--- src/rtl/mem_port_sequencer.sv ---
// Shares one single-port memory between instruction fetch (IF) and data (DM) requesters.
// Optional starvation guard for IF is enabled with `define ARB_STARVE_GUARD_EN.
module mem_port_sequencer #(
  parameter int ADDR_W     = 32,
  parameter int DATA_W     = 32,
  parameter int MEM_LAT    = 2,
  parameter int STARVE_MAX = 4
) (
  input  logic              clk,
  input  logic              rst,
  input  logic              if_req,
  input  logic [ADDR_W-1:0] if_addr,
  output logic [DATA_W-1:0] if_rdata,
  output logic              if_ack,
  input  logic              dm_req,
  input  logic              dm_we,
  input  logic [ADDR_W-1:0] dm_addr,
  input  logic [DATA_W-1:0] dm_wdata,
  output logic [DATA_W-1:0] dm_rdata,
  output logic              dm_ack,
  output logic              mem_en,
  output logic              mem_we,
  output logic [ADDR_W-1:0] mem_addr,
  output logic [DATA_W-1:0] mem_wdata,
  input  logic [DATA_W-1:0] mem_rdata,
  output logic              busy,
  output logic              owner
);

  if (MEM_LAT < 1 || MEM_LAT > 15) begin : g_bad_mem_lat
    $error("mem_port_sequencer: MEM_LAT must be in 1..15");
  end
  if (STARVE_MAX < 1 || STARVE_MAX > 15) begin : g_bad_starve_max
    $error("mem_port_sequencer: STARVE_MAX must be in 1..15");
  end

  localparam logic [3:0] WAIT_INIT = 4'(MEM_LAT - 1);

  typedef enum logic [1:0] {
    S_IDLE  = 2'd0,
    S_ISSUE = 2'd1,
    S_WAIT  = 2'd2,
    S_DONE  = 2'd3
  } state_e;

  // Handshake: a requester raises *_req with stable address/data and holds it
  // until its one-cycle *_ack; it drops *_req in the cycle after the ack unless
  // it already has a new request. Inputs are latched at grant time.
  state_e            state_q, state_d;
  logic [3:0]        wait_cnt_q, wait_cnt_d;
  logic              owner_q, owner_d;
  logic              mem_en_q, mem_en_d;
  logic              mem_we_q, mem_we_d;
  logic [ADDR_W-1:0] mem_addr_q, mem_addr_d;
  logic [DATA_W-1:0] mem_wdata_q, mem_wdata_d;
  logic [DATA_W-1:0] if_rdata_q, if_rdata_d;
  logic [DATA_W-1:0] dm_rdata_q, dm_rdata_d;
  logic              if_ack_q, if_ack_d;
  logic              dm_ack_q, dm_ack_d;
  logic              busy_q, busy_d;
  logic              grant_dm, grant_if;

`ifdef ARB_STARVE_GUARD_EN
  localparam logic [3:0] STARVE_LIM = 4'(STARVE_MAX);
  logic [3:0] starve_cnt_q, starve_cnt_d;

  // IF wins once DM has been granted STARVE_MAX times in a row while IF waited.
  always_comb begin
    grant_dm = dm_req && !(if_req && (starve_cnt_q == STARVE_LIM));
    grant_if = if_req && !grant_dm;
  end
`else
  always_comb begin
    grant_dm = dm_req;
    grant_if = if_req && !dm_req;
  end
`endif

  always_comb begin
    state_d     = state_q;
    wait_cnt_d  = wait_cnt_q;
    owner_d     = owner_q;
    mem_en_d    = 1'b0;
    mem_we_d    = mem_we_q;
    mem_addr_d  = mem_addr_q;
    mem_wdata_d = mem_wdata_q;
    if_rdata_d  = if_rdata_q;
    dm_rdata_d  = dm_rdata_q;
    if_ack_d    = 1'b0;
    dm_ack_d    = 1'b0;
`ifdef ARB_STARVE_GUARD_EN
    starve_cnt_d = starve_cnt_q;
`endif
    case (state_q)
      S_IDLE: begin
`ifdef ARB_STARVE_GUARD_EN
        if (!if_req)       starve_cnt_d = '0;
        else if (grant_dm) starve_cnt_d = starve_cnt_q + 4'd1;
        else               starve_cnt_d = '0;
`endif
        if (grant_dm) begin
          owner_d     = 1'b1;
          mem_we_d    = dm_we;
          mem_addr_d  = dm_addr;
          mem_wdata_d = dm_wdata;
          mem_en_d    = 1'b1;
          state_d     = S_ISSUE;
        end else if (grant_if) begin
          owner_d     = 1'b0;
          mem_we_d    = 1'b0;
          mem_addr_d  = if_addr;
          mem_wdata_d = '0;
          mem_en_d    = 1'b1;
          state_d     = S_ISSUE;
        end
      end
      S_ISSUE: begin
        wait_cnt_d = WAIT_INIT;
        state_d    = S_WAIT;
      end
      S_WAIT: begin
        if (wait_cnt_q == 4'd0) begin
          if (!mem_we_q) begin
            if (owner_q) dm_rdata_d = mem_rdata;
            else         if_rdata_d = mem_rdata;
          end
          dm_ack_d = owner_q;
          if_ack_d = !owner_q;
          state_d  = S_DONE;
        end else begin
          wait_cnt_d = wait_cnt_q - 4'd1;
        end
      end
      S_DONE: begin
        state_d = S_IDLE;
      end
      default: begin
        state_d = S_IDLE;
      end
    endcase
    busy_d = (state_d != S_IDLE);
  end

  always_ff @(posedge clk) begin
    if (!rst) begin
      state_q     <= S_IDLE;
      wait_cnt_q  <= '0;
      owner_q     <= 1'b0;
      mem_en_q    <= 1'b0;
      mem_we_q    <= 1'b0;
      mem_addr_q  <= '0;
      mem_wdata_q <= '0;
      if_rdata_q  <= '0;
      dm_rdata_q  <= '0;
      if_ack_q    <= 1'b0;
      dm_ack_q    <= 1'b0;
      busy_q      <= 1'b0;
`ifdef ARB_STARVE_GUARD_EN
      starve_cnt_q <= '0;
`endif
    end else begin
      state_q     <= state_d;
      wait_cnt_q  <= wait_cnt_d;
      owner_q     <= owner_d;
      mem_en_q    <= mem_en_d;
      mem_we_q    <= mem_we_d;
      mem_addr_q  <= mem_addr_d;
      mem_wdata_q <= mem_wdata_d;
      if_rdata_q  <= if_rdata_d;
      dm_rdata_q  <= dm_rdata_d;
      if_ack_q    <= if_ack_d;
      dm_ack_q    <= dm_ack_d;
      busy_q      <= busy_d;
`ifdef ARB_STARVE_GUARD_EN
      starve_cnt_q <= starve_cnt_d;
`endif
    end
  end

  assign if_rdata  = if_rdata_q;
  assign if_ack    = if_ack_q;
  assign dm_rdata  = dm_rdata_q;
  assign dm_ack    = dm_ack_q;
  assign mem_en    = mem_en_q;
  assign mem_we    = mem_we_q;
  assign mem_addr  = mem_addr_q;
  assign mem_wdata = mem_wdata_q;
  assign busy      = busy_q;
  assign owner     = owner_q;

endmodule
--- config.mk ---
export PLATFORM = sky130hd
export DESIGN_NAME = mem_port_sequencer
export DESIGN_NICKNAME = d
export VERILOG_FILES = /design/src/rtl/mem_port_sequencer.sv
export SDC_FILE = /design/constraint.sdc
export NUM_CORES = 1
export LEC_CHECK = 0
export ABC_AREA = 1
export CAP_MARGIN = 20
export CORE_MARGIN = 4
export CORE_UTILIZATION = 25
export CTS_CLUSTER_DIAMETER = 200
export DETAILED_ROUTE_END_ITERATION = 16
export PLACE_DENSITY_LB_ADDON = 0.2
export SYNTH_ARGS = -nofsm -noshare
export SYNTH_HDL_FRONTEND = slang
export SYNTH_SLANG_ARGS = --single-unit
--- constraint.sdc ---
create_clock -name clk -period 1.79 [get_ports clk]
set_clock_uncertainty 0.15 [all_clocks]
set_input_delay 0.179 -clock clk [delete_from_list [all_inputs] [get_ports clk]]
set_output_delay 0.179 -clock clk [all_outputs]
set_load 0.01 [all_outputs]
## Yosys cells after proc, flatten, opt, wreduce, memory -nomap -nowiden

Cells that the tools add are included.

| operators by class | value |
|---|---|
| add/subtract/negate cells | 1 |
| equality and inequality tests | 4 |
| mux-type cells | 15 |
| bitwise logic cells | 2 |
| reduce and logical (&&, ||, !) cells | 14 |

Operators with widths:

| operator | count |
|---|---|
| two-way mux 32 bit | 4 |
| one-hot mux 2 bit (4 select lines) | 1 |
| one-hot mux 4 bit (2 select lines) | 1 |
| AND reduction 4 bit | 2 |
| two-way mux 2 bit | 3 |
| AND reduction 2 bit | 3 |
| nonzero test 2 bit | 3 |
| two-way mux 1 bit | 5 |
| == test 2 bit, second input constant | 2 |
| logical NOT 4 bit | 1 |
| two-way mux 4 bit | 1 |
| subtractor 4 x 1 -> 4 bit, second input constant | 1 |
| AND reduction 3 bit | 1 |
| == test 2 x 1 -> 1 bit, second input constant | 1 |
| logical NOT 1 bit | 2 |
| logical NOT 2 bit | 1 |
| != test 2 bit, second input constant | 1 |
| inverter 1 bit | 2 |
| logical AND 1 bit | 1 |

| storage, ports and cells | value |
|---|---|
| register bits | 140 |
| logic and storage cells | 48 |

## Longest topological paths before layout

| logic depth | value |
|---|---|
| depth after elaboration | 6 |
| gate-level depth with buffers | 7 |

## Worst setup path before layout

No wires, ideal clock.

| timing path | value |
|---|---|
| path type | reg2reg |
| start point | register state_q[0] |
| end point | register if_rdata_q[0] (netlist: if_rdata[0]) |
| setup time | 0.118 ns |
| arrival time | 1.240 ns |
| slack | 0.282 ns |
| stages on the path, launching flop included | 7 |
| buffers on the path | 1 |
| cell sequence | dfxtp_1 inv_1 ha_1 nand3_4 clkbuf_1 nor3_1 nor2_1 |

| between the ends | value |
|---|---|
| longest elaborated chain between the ends | 2 |

RTL lines:

| element | RTL line | RTL |
|---|---|---|
| from (decl) | 49 | `state_e state_q, state_d;` |
| from (signal assigned) | 162 | `state_q <= state_d;` |
| == test 2 bit | 94 | `case (state_q)` |
| AND reduction 4 bit (no line) | -- |  |
| to (signal assigned) | 169 | `if_rdata_q <= if_rdata_d;` |
| to (decl) | 56 | `logic [DATA_W-1:0] if_rdata_q, if_rdata_d;` |

No other way between the ends.
A chain may end at the register's enable or synchronous reset.

## Worst setup path after layout

| timing path | value |
|---|---|
| start point | register state_q[0] |
| end point | register wait_cnt_q[1] |

| between the ends | value |
|---|---|
| longest elaborated chain between the ends | 3 |
| elaborated cells on any way between the ends | 6 |
| classes of those cells | eq/ne (3); mux (1); reduce/logical (2) |

RTL lines:

| element | RTL line | RTL |
|---|---|---|
| == test 2 bit / == test 2 x 1 -> 1 bit (equally long branches) | 94 |  |
| != test 2 bit (no line) / nonzero test 2 bit (equally long branches) | -- |  |
| AND reduction 2 bit (no line) | -- |  |
| to (signal assigned) | 163 | `wait_cnt_q <= wait_cnt_d;` |
| to (decl) | 50 | `logic [3:0] wait_cnt_q, wait_cnt_d;` |

Several ways; a longest one is shown, not always the timed one.

==> reports/metrics.yaml <==
min_period_ns: 1.664
total_leakage_power_nw: 3.549
rsz0062_at_grt: "no"
final_cells: 1245
cts_sinks: 140
slew_viol_final: 0
r2r-end: "wait_cnt_q[1]"
hp-class: "in -> reg"
path_class: "reg -> reg"
max-cap-violations: 0
nFillCells: 2163
power_switching_w: 0.004103
synth_seq_cells: 140
p_seq_share_pct: 34.6
synth.area.top_cells: "dfxtp_1 51%, nor2_1 9.1%, nor3_1 6.1%"
synth_compound_area_share_pct: 17.24
grt_antenna_before_repair: 0
avgRoutedWirePerCell_um: 14.36
rows: 53
yosysUniqueCellTypes: 25
fin_setup_tns_ns: 0
ys_warn_count: 0
clk-insertion-delay-late_ns: 0.40
die_area_um2: 24260
synthesis.nets: 844
worst_pin_slew_ns: 0.5111
htree_levels: 4
synth_mux_area_share_pct: 0
drive_gt1_share_pct: 6.082
pwr-share-clk_pct: 27.9
syn-mean-instance-area_um2: 7.732
gp_congestion: 0.7671
die_y_um: 155.8
worst_setup_path_end_kind: "register"
post-dp-hpwl_mm: 12.48
start_util_pct: 25.73
drt-total-wl_mm: 17.88
track_usage_pct: 14.45
yosysSeqAreaShare_pct: 51.34
crit_path_end: "wait_cnt_q[1]"
cp.arrival_ns: 1.85
worst_ep_required_time_ns: 1.97
synthAdderAreaFrac_pct: 1.146
synth_top_cell_by_area: "dfxtp_1"
min_from: "rst"
cts_made_buffers: 17
relSlewSlack_pct: 65.89
post_cts_buffers: 0
areaGrowthSynthToFinish_pct: 65.73
ff_latch_area_um2: 2804
io_buffer_count: 266
core-area_um2: 21220
r2r_start: "state_q[0]"
hold_ws_ns: 0.1528
finalSetupViolCount: 0
fin_nets: 1096
worst_slack_ns: 0.1264
root_buffer: "clkbuf_16"
synth.top_cell.area_share_pct: 51.34
diodes: 0
pre_cts_slack_ns: 0.1221
grt_start_max_net_pins: 99
drt-vias-per-instance: 4.338
synth_top_family_by_area: "simple AND/OR/NAND/NOR gates"
drtIter0Drc: 227
cts_tree: "built"
postRouteAntennaNets: 0
dp_cells: 1213
rrSetupSlack_ns: 0.13
critPathMaxStageDelay_ns: 0.35
ir_worst_vdd_mv: 0.6757
cp-startpoint: "state_q[0]"
multiInputGateArea_um2: 2222
crit_path_frequent_cell: "nand2_1"
worstPathMaxFanout: 5
power_density_nw_per_um2: 1378
status: "finished clean"
yosys.area_share.simple_pct: 22.19
start_kind: "register"
clkSlewWorstSetupHoldPaths_ns: 0.06
min_period_over_period_pct: 92.94
die_w_um: 155.8
reg2regPathDepth: 7
finalHoldViolCount: 0
comb_power_share_pct: 37.6
synth_area_um2: 5459
grt_pass1_wl_mm: 28.13
num_io_pins: 267
first_pass_iters: 4
first_global_vias: 5249
crit_slowest_cell: "dfxtp_1"
drc: 0
swShare_pct: 32.91
fmax_mhz: 601.1
crit_chain: "inv_1 -> ha_1 -> buf_4 -> or2_2 -> nand2_1 -> nand2_1 -> a21oi_1"
grt.overflow.total: 0
clk_path_buf_depth: 2
internal_power_w: 0.008365
netlist_instances: 706
synthXorXnorAreaFrac_pct: 0
vias: 5401
worst min path at each step:
stage                          endpoint  slack, ns  cells after the start
final                     wait_cnt_q[0]       0.15                      4
after global routing      mem_wdata[22]       0.16                      3
after floorplan             dm_rdata[0]       0.17                      2
after detailed placement   mem_wdata[4]       0.30                      2
after global placement    mem_wdata[27]       0.30                      2
after CTS                 mem_wdata[17]       0.15                      3
registers in the layout, indices dropped and copies added, names as in the netlist:
| signal | cells |
|---|---|
| if_ack | 1 |
| state_q | 2 |
| if_rdata | 32 |
| mem_addr | 32 |
| busy | 1 |
| wait_cnt_q | 4 |
| owner | 1 |
| mem_wdata | 32 |
| dm_ack | 1 |
| dm_rdata | 32 |
| mem_en | 1 |
| mem_we | 1 |
cell usage in the layout (no fill, tap or decap), types with 4 or more instances in the layout:
cell | synthesis | final
clkdlybuf4s50_1 | 0 | 264
dfxtp_1 | 140 | 139
nor2_1 | 132 | 132
nand2_1 | 82 | 82
nor3_1 | 66 | 66
o21ai_1 | 60 | 60
inv_1 | 46 | 46
a21oi_1 | 39 | 39
o21ai_0 | 38 | 38
a211oi_1 | 32 | 32
clkbuf_16 | 0 | 17
buf_4 | 7 | 11
buf_12 | 0 | 9
ha_1 | 5 | 5
clkinv_2 | 0 | 4
layout make-up:
class	count	share of cell area, %
multi-input combinational	465	24.56
clock inverter	10	1.272
tap	275	3.803
inverter	47	1.950
clock buffer	21	5.089
sequential	140	30.99
timing repair buffer	287	32.33
power groups by stage:
stage               sequential (W)  clock, W  combinational (W)
finish                     0.00431   0.00347            0.00468
global route               0.00442   0.00375            0.00515
CTS                        0.00432   0.00361            0.00478
detailed placement         0.00436         0            0.00476
global placement           0.00435         0            0.00477
floorplan                  0.00469         0            0.00182
per-layer routing:
| layer | vias to the layer above | GRT usage (%) | share of wire, % |
|---|---|---|---|
| met1 | 2377 | 17.95 | 44 |
| met3 | 6 | 7.240 | 11 |
| met5 | - | 0 | 0 |
| li1 | 2833 | - | - |
| met4 | 0 | 3.126 | 0.55 |
| met2 | 185 | 22.70 | 45 |
synth_stat cells, drive strengths merged:
cell type,number
dfxtp,140
nor2,135
o21ai,99
nand2,82
nor3,66
inv,47
a21oi,39
a211oi,32
clkbuf,31
buf,23
ha,5
nand3,2
nand4,2
a31oi,1
nand3b,1
or2,1
what timing repair did:
action,4_1_cts,5_1_grt
endpoints found under the hold margin,1,0
gates resized for setup,0,1
endpoints found under the setup margin,0,1
hold buffers,1,0
metrics by stage:
stage	utilization (%)	cell area (µm²)	power, W
detailed placement	39.87	8461	0.009120
floorplan	-	5459	0.006515
CTS	42.63	9046	0.01270
global route	42.64	9047	0.01332
finish	42.64	9047	0.01247
global placement	39.87	8461	0.009120
critical path, delay by kind of cell (launching register included):
family	cells	cell delay, ns
adders and majority gates	1	0.25
buffers and inverters	2	0.26
AOI/OAI and AO/OA	1	0.10
and+or+nand+nor	3	0.48
DFF	1	0.35
cells by family after synthesis:
family                   after synthesis
flip-flops                           140
buffers and inverters                101
adder cells (fa/ha/maj)                5
AO/OA/AOI/OAI                        171
AND/OR/NAND/NOR                      289
Power figures use the tool's default switching activity.
==> RTL change, RTL diff (same settings) <==
`mem_addr_q`, `mem_wdata_q`, `if_rdata_q` and `dm_rdata_q` no longer have a reset.
--- a/src/rtl/mem_port_sequencer.sv
+++ b/src/rtl/mem_port_sequencer.sv
@@ -149,8 +149,4 @@
       mem_en_q    <= 1'b0;
       mem_we_q    <= 1'b0;
-      mem_addr_q  <= '0;
-      mem_wdata_q <= '0;
-      if_rdata_q  <= '0;
-      dm_rdata_q  <= '0;
       if_ack_q    <= 1'b0;
       dm_ack_q    <= 1'b0;
@@ -165,8 +161,4 @@
       mem_en_q    <= mem_en_d;
       mem_we_q    <= mem_we_d;
-      mem_addr_q  <= mem_addr_d;
-      mem_wdata_q <= mem_wdata_d;
-      if_rdata_q  <= if_rdata_d;
-      dm_rdata_q  <= dm_rdata_d;
       if_ack_q    <= if_ack_d;
       dm_ack_q    <= dm_ack_d;
@@ -176,4 +168,11 @@
 `endif
     end
+  end
+
+  always_ff @(posedge clk) begin
+    mem_addr_q  <= mem_addr_d;
+    mem_wdata_q <= mem_wdata_d;
+    if_rdata_q  <= if_rdata_d;
+    dm_rdata_q  <= dm_rdata_d;
   end
 
Formal check against the unedited RTL: not equivalent (a bounded check fails within 4 cycles, from zero or initial values and one cycle with rst low).
==> RTL change against the unedited design <==
  * Worst hold slack lost 0.027 ns
  * Maximum frequency shrank 3.5%
  * Sequential share of layout area grew 16 points
  * Sequential cell count is the same
  * Total power shrank 5.4%
  * Synthesized cell count shrank 57%
  * Cell area shrank 2.9%
  * Setup slack lost 0.060 ns
  * Routed wire length shrank 22%
  * Synthesized area shrank 7.7%
  * First-iteration DRC count shrank 41%
==> RTL change: results (changes against the unedited design) <==
metric	value	unit	change
max_stage_delay	0.57	ns	+0.22 ns
cts_root_buf	clkbuf_16		
synth_area_leaders	edfxtp_1, mux2_2, dfxtp_1		
place.gp.congestion	0.758		-1.3%
layout.nets	730		-33%
min_from	dm_req		
min_path_type	in2reg		
reg2reg_setup_slack	0.17	ns	+0.04 ns
syn_nets	442		-48%
path_delay_family	buffers and inverters		
grt_pass1_wl	20300	um	-28%
drv_slew	0		unchanged
min_delay_worst_endpoint	mem_en		
cts_resized	2		+2
grt_util_all_layers	0.122		-0.0230
worst-path-max-fanout	4		-1
antenna_found_initial	0		unchanged
wl_per_cell	16.1	um	+12%
tns	0	ns	unchanged
yosys_warnings	0		unchanged
p_leak	3.29	nW	-7.4%
grt_max_degree	38		-62%
viasPerCell	3.95		-9.0%
worst_pin_slew	0.264	ns	-0.247 ns
holdPathStages	3		-1
cts.path.max_buffers	2		unchanged
io_buffers	266		unchanged
synth-main-ff-cell	edfxtp_1		
synth-edff-count	128		+128
drtIter0Drc	134		-41%
path_clk_slew	0.06	ns	about the same
postCtsHoldBufs	0		-1
htree_levels	4		unchanged
synth-seq-area-share	0.811		+0.298
vdd_drop_max	0.603	mV	-11%
grt_pass1_vias	3658		-30%
timing.rr.end	if_rdata[12]		
synth_cell_types	20		-20%
status	completed		
ys_top_cells_by_count	edfxtp_1, nand2_1, inv_1, mux2_2, dfxtp_1		
slowest_stage	clkdlybuf4s50_1		
async_reset_ff_frac	0		unchanged
critPathArrivalTime	1.39	ns	-0.46 ns
place_hpwl	10900	um	-13%
drive_gt1_frac	0.147		+0.0865
cts_buffers	17		unchanged
antenna_cells	0		unchanged
firstDrtPassIters	4		unchanged
worst-r2r-cell-count	5		-2
timing.rr.start	state_q[0]		
RTL change: changes by cell type after synthesis, moves of 3 or more:
| cell | unedited run | this run |
|---|---|---|
| nand2_1 | 82 | 47 |
| o21ai_1 | 60 | 1 |
| nor2_1 | 132 | 5 |
| dfxtp_1 | 140 | 12 |
| nor3_1 | 66 | 4 |
| buf_6 | 3 | 0 |
| edfxtp_1 | 0 | 128 |
| a211oi_1 | 32 | 0 |
| buf_4 | 7 | 1 |
| a21oi_1 | 39 | 8 |
| clkbuf_1 | 31 | 0 |
| o21ai_0 | 38 | 0 |
| mux2_2 | 0 | 32 |
| buf_2 | 11 | 6 |
RTL change: final cells by class:
class,count,area (um^2)
multi-input cells,111,821
clock buffers,18,429
flip-flops and latches,140,4090
fillers,1790,10900
repair buffers,276,2800
inverters,46,179
well taps,265,332
clock inverters,13,143
RTL change: worst max path at each step:
stage                           from       endpoint  slack (ns)  cells after the start
after CTS                     mem_we         mem_we        0.03                      1
after global routing          mem_we         mem_we        0.03                      1
after detailed placement      if_req  mem_wdata[20]         0.1                      4
final                         mem_we         mem_we        0.07                      1
after global placement        if_req  mem_wdata[14]        0.12                      4
after floorplan           state_q[0]    mem_addr[0]       -0.34                      4
RTL change: stage by stage:
step / power [mW] / cell area, um^2 / setup slack [ns] / instances / hold WS, ns
finish: 11.8 / 8790 / 0.0669 / 869 / 0.126
global route: 12.4 / 8790 / 0.0341 / 869 / 0.137
CTS: 12.0 / 8790 / 0.0329 / 869 / 0.126
detailed placement: 8.50 / 8210 / 0.0969 / 838 / 0.326
global placement: 8.47 / 8210 / 0.124 / 838 / 0.310
floorplan: 6.29 / 5120 / -0.339 / 304 / 0.128
RTL change: per-layer routing:
metal  track usage  share of wire
met1         0.135           0.38
met2         0.202           0.48
met3        0.0612           0.13
met4        0.0439          0.010
met5             0              0
RTL change: cell families (layout without fill, tap and decap cells):
group	Yosys count	in the layout	share of synthesized area
mux	32	32	0.0716
xor+xnor	1	1	0.00174
simple gates	63	63	0.0514
fa+ha+maj	5	5	0.0124
flops	140	140	0.811
compound gates	10	10	0.0102
buf+inv	53	353	0.0417
RTL change: report_power, final:
group          switching, mW  internal [mW]  total [mW]
Clock                   1.36           2.05        3.41
Sequential             0.255           4.63        4.88
Combinational           1.65           1.85        3.50
